<file path="config.mk">
export PLATFORM = sky130hd
export DESIGN_NAME = pmod_als_spi_master
export DESIGN_NICKNAME = d
export VERILOG_FILES = /design/src/rtl/pmod_als_pkg.sv /design/src/rtl/pmod_als_sck_gen.sv /design/src/rtl/pmod_als_spi_master.sv
export SDC_FILE = /design/constraint.sdc
export NUM_CORES = 1
export LEC_CHECK = 0
export ABC_AREA = 1
export BUFFER_PORTS_ARGS = -buffer_cell sky130_fd_sc_hd__buf_2
export CORE_UTILIZATION = 54
export CTS_CLUSTER_SIZE = 8
export DETAILED_ROUTE_END_ITERATION = 12
export GPL_TIMING_DRIVEN = 0
export PLACE_DENSITY = 0.77
export SETUP_SLACK_MARGIN = 0.5
export SYNTH_ARGS = -nofsm -noshare
export SYNTH_HDL_FRONTEND = slang
export SYNTH_SLANG_ARGS = --single-unit
</file>
<file path="constraint.sdc">
create_clock -name HCLK -period 2.9 [get_ports HCLK]
set_clock_uncertainty 0.2 [all_clocks]
set_input_delay 0.29 -clock HCLK [delete_from_list [all_inputs] [get_ports HCLK]]
set_output_delay 0.29 -clock HCLK [all_outputs]
set_load 0.005 [all_outputs]
</file>
<file path="src/rtl/pmod_als_pkg.sv">
// Shared constants, FSM state type and result extraction for the PmodALS SPI master.
package pmod_als_pkg;

   localparam int FRAME_BITS = 16;
   localparam int DATA_MSB   = 11;
   localparam int DATA_LSB   = 4;
   localparam int DATA_BITS  = DATA_MSB - DATA_LSB + 1;

   typedef enum logic [1:0] {
      IDLE,
      SHIFT,
      GAP
   } als_state_e;

   function automatic logic [DATA_BITS-1:0] extract_light(input logic [FRAME_BITS-1:0] frame);
      return frame[DATA_MSB:DATA_LSB];
   endfunction

endpackage

</file>
<file path="src/rtl/pmod_als_sck_gen.sv">
// Free-running SCK divider; strobes mark the HCLK cycle whose edge drives sck high or low.
module pmod_als_sck_gen #(
   parameter int CLK_DIV = 8
) (
   input  logic HCLK,
   input  logic HRESETn,
   output logic sck,
   output logic rise_stb,
   output logic fall_stb
);

   localparam int DIV_W = (CLK_DIV > 2) ? $clog2(CLK_DIV) : 1;

   logic [DIV_W-1:0] div_q;
   logic             tick;

   assign tick     = (div_q == DIV_W'(CLK_DIV - 1));
   assign rise_stb = tick & ~sck;
   assign fall_stb = tick & sck;

   always_ff @(posedge HCLK or negedge HRESETn) begin
      if (!HRESETn) begin
         div_q <= '0;
         sck   <= 1'b1;
      end else if (tick) begin
         div_q <= '0;
         sck   <= ~sck;
      end else begin
         div_q <= div_q + 1'b1;
      end
   end

endmodule

</file>
<file path="src/rtl/pmod_als_spi_master.sv">
// PmodALS SPI master: frames one 16-bit read per request and strobes the 8-bit light value.
module pmod_als_spi_master
   import pmod_als_pkg::*;
#(
   parameter int CLK_DIV   = 8,
   parameter int GAP_EDGES = 2
) (
   input  logic                  HCLK,
   input  logic                  HRESETn,
   input  logic                  start,
   output logic                  busy,
   output logic                  valid,
   output logic [DATA_BITS-1:0]  value,
   output logic [FRAME_BITS-1:0] raw,
   output logic                  cs,
   output logic                  sck,
   input  logic                  sdo
);

   localparam int CNT_W = $clog2(FRAME_BITS);
   localparam int GAP_W = (GAP_EDGES > 1) ? $clog2(GAP_EDGES + 1) : 1;

   logic                  rise_stb;
   logic                  fall_stb;
   logic                  sdo_p0;
   logic                  sdo_p1;
   logic [FRAME_BITS-1:0] shift_q;
   logic [FRAME_BITS-1:0] frame_nxt;
   logic [CNT_W-1:0]      bit_cnt;
   logic [GAP_W-1:0]      gap_cnt;
   logic                  pending;
   als_state_e            state_q;
   als_state_e            state_d;
   logic                  accept;
   logic                  sample;
   logic                  last;

   pmod_als_sck_gen #(
      .CLK_DIV (CLK_DIV)
   ) u_sck_gen (
      .HCLK     (HCLK),
      .HRESETn  (HRESETn),
      .sck      (sck),
      .rise_stb (rise_stb),
      .fall_stb (fall_stb)
   );

   // stage p0/p1: sdo synchronizer, then shifter loaded on sampling rises
   always_ff @(posedge HCLK) begin
      sdo_p0 <= sdo;
      sdo_p1 <= sdo_p0;
      if (sample) shift_q <= frame_nxt;
   end

   assign frame_nxt = {shift_q[FRAME_BITS-2:0], sdo_p1};
   assign busy      = pending | (state_q != IDLE);

   always_comb begin
      state_d = state_q;
      accept  = 1'b0;
      sample  = 1'b0;
      last    = 1'b0;
      case (state_q)
         IDLE: begin
            if (pending && rise_stb) begin
               accept  = 1'b1;
               state_d = SHIFT;
            end
         end
         SHIFT: begin
            if (rise_stb) begin
               sample = 1'b1;
               if (bit_cnt == CNT_W'(FRAME_BITS - 1)) begin
                  last    = 1'b1;
                  state_d = GAP;
               end
            end
         end
         GAP: begin
            if (fall_stb && (gap_cnt == GAP_W'(GAP_EDGES - 1))) state_d = IDLE;
         end
         default: state_d = IDLE;
      endcase
   end

   always_ff @(posedge HCLK or negedge HRESETn) begin
      if (!HRESETn) begin
         state_q <= IDLE;
         cs      <= 1'b1;
         pending <= 1'b0;
         bit_cnt <= '0;
         gap_cnt <= '0;
         valid   <= 1'b0;
         value   <= '0;
         raw     <= '0;
      end else begin
         state_q <= state_d;
         valid   <= last;
         // a start coinciding with acceptance belongs to the next frame
         if (start) pending <= 1'b1;
         else if (accept) pending <= 1'b0;
         if (accept) begin
            cs      <= 1'b0;
            bit_cnt <= '0;
         end
         if (sample) bit_cnt <= bit_cnt + 1'b1;
         if (last) begin
            cs      <= 1'b1;
            raw     <= frame_nxt;
            value   <= extract_light(frame_nxt);
            gap_cnt <= '0;
         end
         if ((state_q == GAP) && fall_stb) gap_cnt <= gap_cnt + 1'b1;
      end
   end

endmodule

</file>
==> results.sh <==
export IMPL_status="finished clean"
export IMPL_clkSinkCount=48
export IMPL_hold_path_class="reg -> reg"
export IMPL_final_nets=221
export IMPL_rsz0062_at_grt="no"
export IMPL_wire_per_inst_um=11.9
export IMPL_maxCapViolCount=0
export IMPL_fin_cells=260
export IMPL_drive_gt1_frac=0.308
export IMPL_antenna_found_initial=0
export IMPL_cts_tree="built"
export IMPL_synth_top_area_share=0.384
export IMPL_worstPathCellList="ha_1 -> ha_1 -> inv_2 -> nor2_4 -> nand2_1 -> clkinvlp_4 -> nand3_1 -> nand2_1"
export IMPL_gp_congestion=0.775
export IMPL_post_cts_buffers=0
export IMPL_synth_top_cells_by_area="dfrtp_1 (38%), edfxtp_1 (24%), nand2_1 (12%)"
export IMPL_synth_nets=180
export IMPL_setup_viol=0
export IMPL_dieHeight_um=61.2
export IMPL_die_w_um=61.2
export IMPL_p_per_area_nw_per_um2=458
export IMPL_portBuffers=31
export IMPL_ctsHtreeMaxLevel=2
export IMPL_clock_latency_ns=0.36
export IMPL_drt_pass1_iterations=4
export IMPL_setup_tns_ns=0
export IMPL_grt_use_total=0.192
export IMPL_arrival_ns=2.28
export IMPL_grt_pass1_vias=1133
export IMPL_max_freq_mhz=449
export IMPL_clockBufferDepth=2
export IMPL_cp_slowest_cell="clkinvlp_4"
export IMPL_routed_wl_um=3100
export IMPL_ys_seq_area_frac=0.672
export IMPL_post_dp_hpwl_um=2140
export IMPL_io_pins=32
export IMPL_synth_top_area_cell="dfrtp_1"
export IMPL_vias_per_cell=4.67
export IMPL_syn_to_final_growth_pct=15.8
export IMPL_drtIter0Drc=35
export IMPL_final_max_slew_viol_count=0
export IMPL_ant_nets=0
export IMPL_max_stage_delay_ns=0.41
export IMPL_yosysUniqueCellTypes=22
export IMPL_coreArea_um2=3340
export IMPL_synth_area_um2=1890
export IMPL_drc=0
export IMPL_num_vias=1213
export IMPL_finalHoldViolCount=0
export IMPL_n_fill_cell=288
export IMPL_ys_seq_elements=48
export IMPL_start_kind="register"
export IMPL_grt_ovfl_total=0
export IMPL_grt_pass1_wl_um=4930
export IMPL_diodes=0
export IMPL_cts_buffers=5
export IMPL_clkTransAtPathRegs_ns=0.13
export IMPL_critical_path_max_fanout=17
export IMPL_syn_instance_count=172
export IMPL_dp_cells=249
export IMPL_clockRootBuffer="clkbuf_4"
export IMPL_relSlewSlack=0.548
export IMPL_worst_pin_slew_ns=0.677
export IMPL_min_delay_path_depth=0
export IMPL_worstSetupEndpointType="register"
export IMPL_rr_worst_depth=8
export IMPL_fin_crit_sh=0.768
export IMPL_fin_crit_ns=2.23
export IMPL_avgSynthCellArea_um2=11.0
export IMPL_ir_drop_mv=0.269
export IMPL_leakage_nw=1.16
export IMPL_dieArea_um2=3740
export IMPL_yosys_warnings=0
export IMPL_cp_data_required_time_ns=2.96
export IMPL_crit_type="reg -> reg"
export IMPL_grt_max_degree=32
export IMPL_start_util=0.566
export IMPL_placementRows=21
-- logic make-up (layout without fill, tap and decap cells) --
logic type,count (synthesis),count (layout),share of synthesized area
buffers and inverters,22,64,0.0709
flip-flops,48,48,0.672
AO/OA/AOI/OAI,1,1,0.00397
AND/OR/NAND/NOR,97,97,0.227
adder cells (fa/ha/maj),4,4,0.0265
-- critical path: cells and delay by family, from the launching register on --
family                     cells  cell delay (ns)
adders and majority gates      2             0.47
buffers and inverters          2             0.52
and+or+nand+nor                4             0.52
DFF                            1             0.40
-- timing repair --
| action | 4_1_cts | 5_1_grt |
|---|---|---|
| hold buffers | 3 | 0 |
| resized for setup | 0 | 1 |
| endpoints found under the hold margin | 31 | 0 |
| setup endpoints to repair | 0 | 16 |
-- cells in the final DEF, fill, tap and decap left out --
master	n
clkinv_1	1
dfrtp_1	29
or2_0	1
nor2_1	6
buf_4	8
buf_2	33
nand2_1	62
clkbuf_1	1
edfxtp_1	15
nand3_1	13
dfstp_2	2
nand4_1	2
nor2_2	1
a21o_1	1
nand3_2	1
buf_12	1
inv_2	1
clkinvlp_4	2
dlygate4sd3_1	3
clkbuf_4	5
ha_1	4
or2_2	1
nand2_2	9
inv_4	1
dfxtp_1	2
nor2_4	1
inv_1	8
-- registers in the layout, indices dropped and copies added, names as in the netlist, 2 cells and up --
register and count:
state_q 2, shift_q 15, value 7, raw 9
bit_cnt 4, gap_cnt 2, u_sck_gen.div_q 3
-- cells in the mapped netlist, drive strengths merged --
| cell | n |
|---|---|
| buf | 11 |
| ha | 4 |
| nor2 | 8 |
| nand4 | 2 |
| edfxtp | 15 |
| a21o | 1 |
| inv | 11 |
| dfxtp | 2 |
| dfrtp | 29 |
| or2 | 2 |
| dfstp | 2 |
| nand2 | 71 |
| nand3 | 14 |
-- per-stage QoR --
step                      instance area (um^2)  hold slack [ns]   util  power [mW]  setup slack, ns
final                                     2190            0.147  0.656        1.00            0.674
after global routing                      2190            0.154  0.656        1.05            0.494
after CTS                                 2180            0.151  0.655        1.02            0.606
after detailed placement                  2100            0.114  0.630       0.723            0.612
after global placement                    2100            0.118  0.630       0.722            0.730
after floorplan                           1890           -0.206      -       0.712            0.954
-- power by group --
| part | leakage (nW) | switching, mW | internal (mW) |
|---|---|---|---|
| logic | 0.579 | 0.00951 | 0.00460 |
| clock network | 0.0259 | 0.199 | 0.0925 |
| registers | 0.558 | 0.00100 | 0.696 |
| total | 1.16 | 0.209 | 0.793 |
-- final cells by class --
cell class	count	area, um^2	share of cell area
buffer	11	90.1	0.0412
clock buffer	6	41.3	0.0189
clock inverter	2	11.3	0.00515
inverter	11	47.5	0.0217
multi-input combinational	102	487	0.222
sequential	48	1270	0.580
tap	46	57.6	0.0263
timing repair buffer	34	185	0.0846
-- worst paths after layout --
path                                    startpoint         end  slack (ns)
worst min register to register              sdo_p0      sdo_p1        0.15
max in group asynchronous                  HRESETn      raw[3]        1.78
worst max-delay path            u_sck_gen.div_q[0]  bit_cnt[2]        0.67
worst min-delay path                        sdo_p0      sdo_p1        0.15
worst max register to register  u_sck_gen.div_q[0]  bit_cnt[2]        0.67
min in group asynchronous                  HRESETn    value[2]        0.28
-- per-layer routing --
layer  track usage  part of all wire  vias up
met5             0                 0        -
met2         0.321              0.51       30
met4        0.0909             0.016        0
met1         0.228              0.43      559
li1              -                 -      618
met3        0.0567             0.041        6
(Power assumes the default switching activity.)
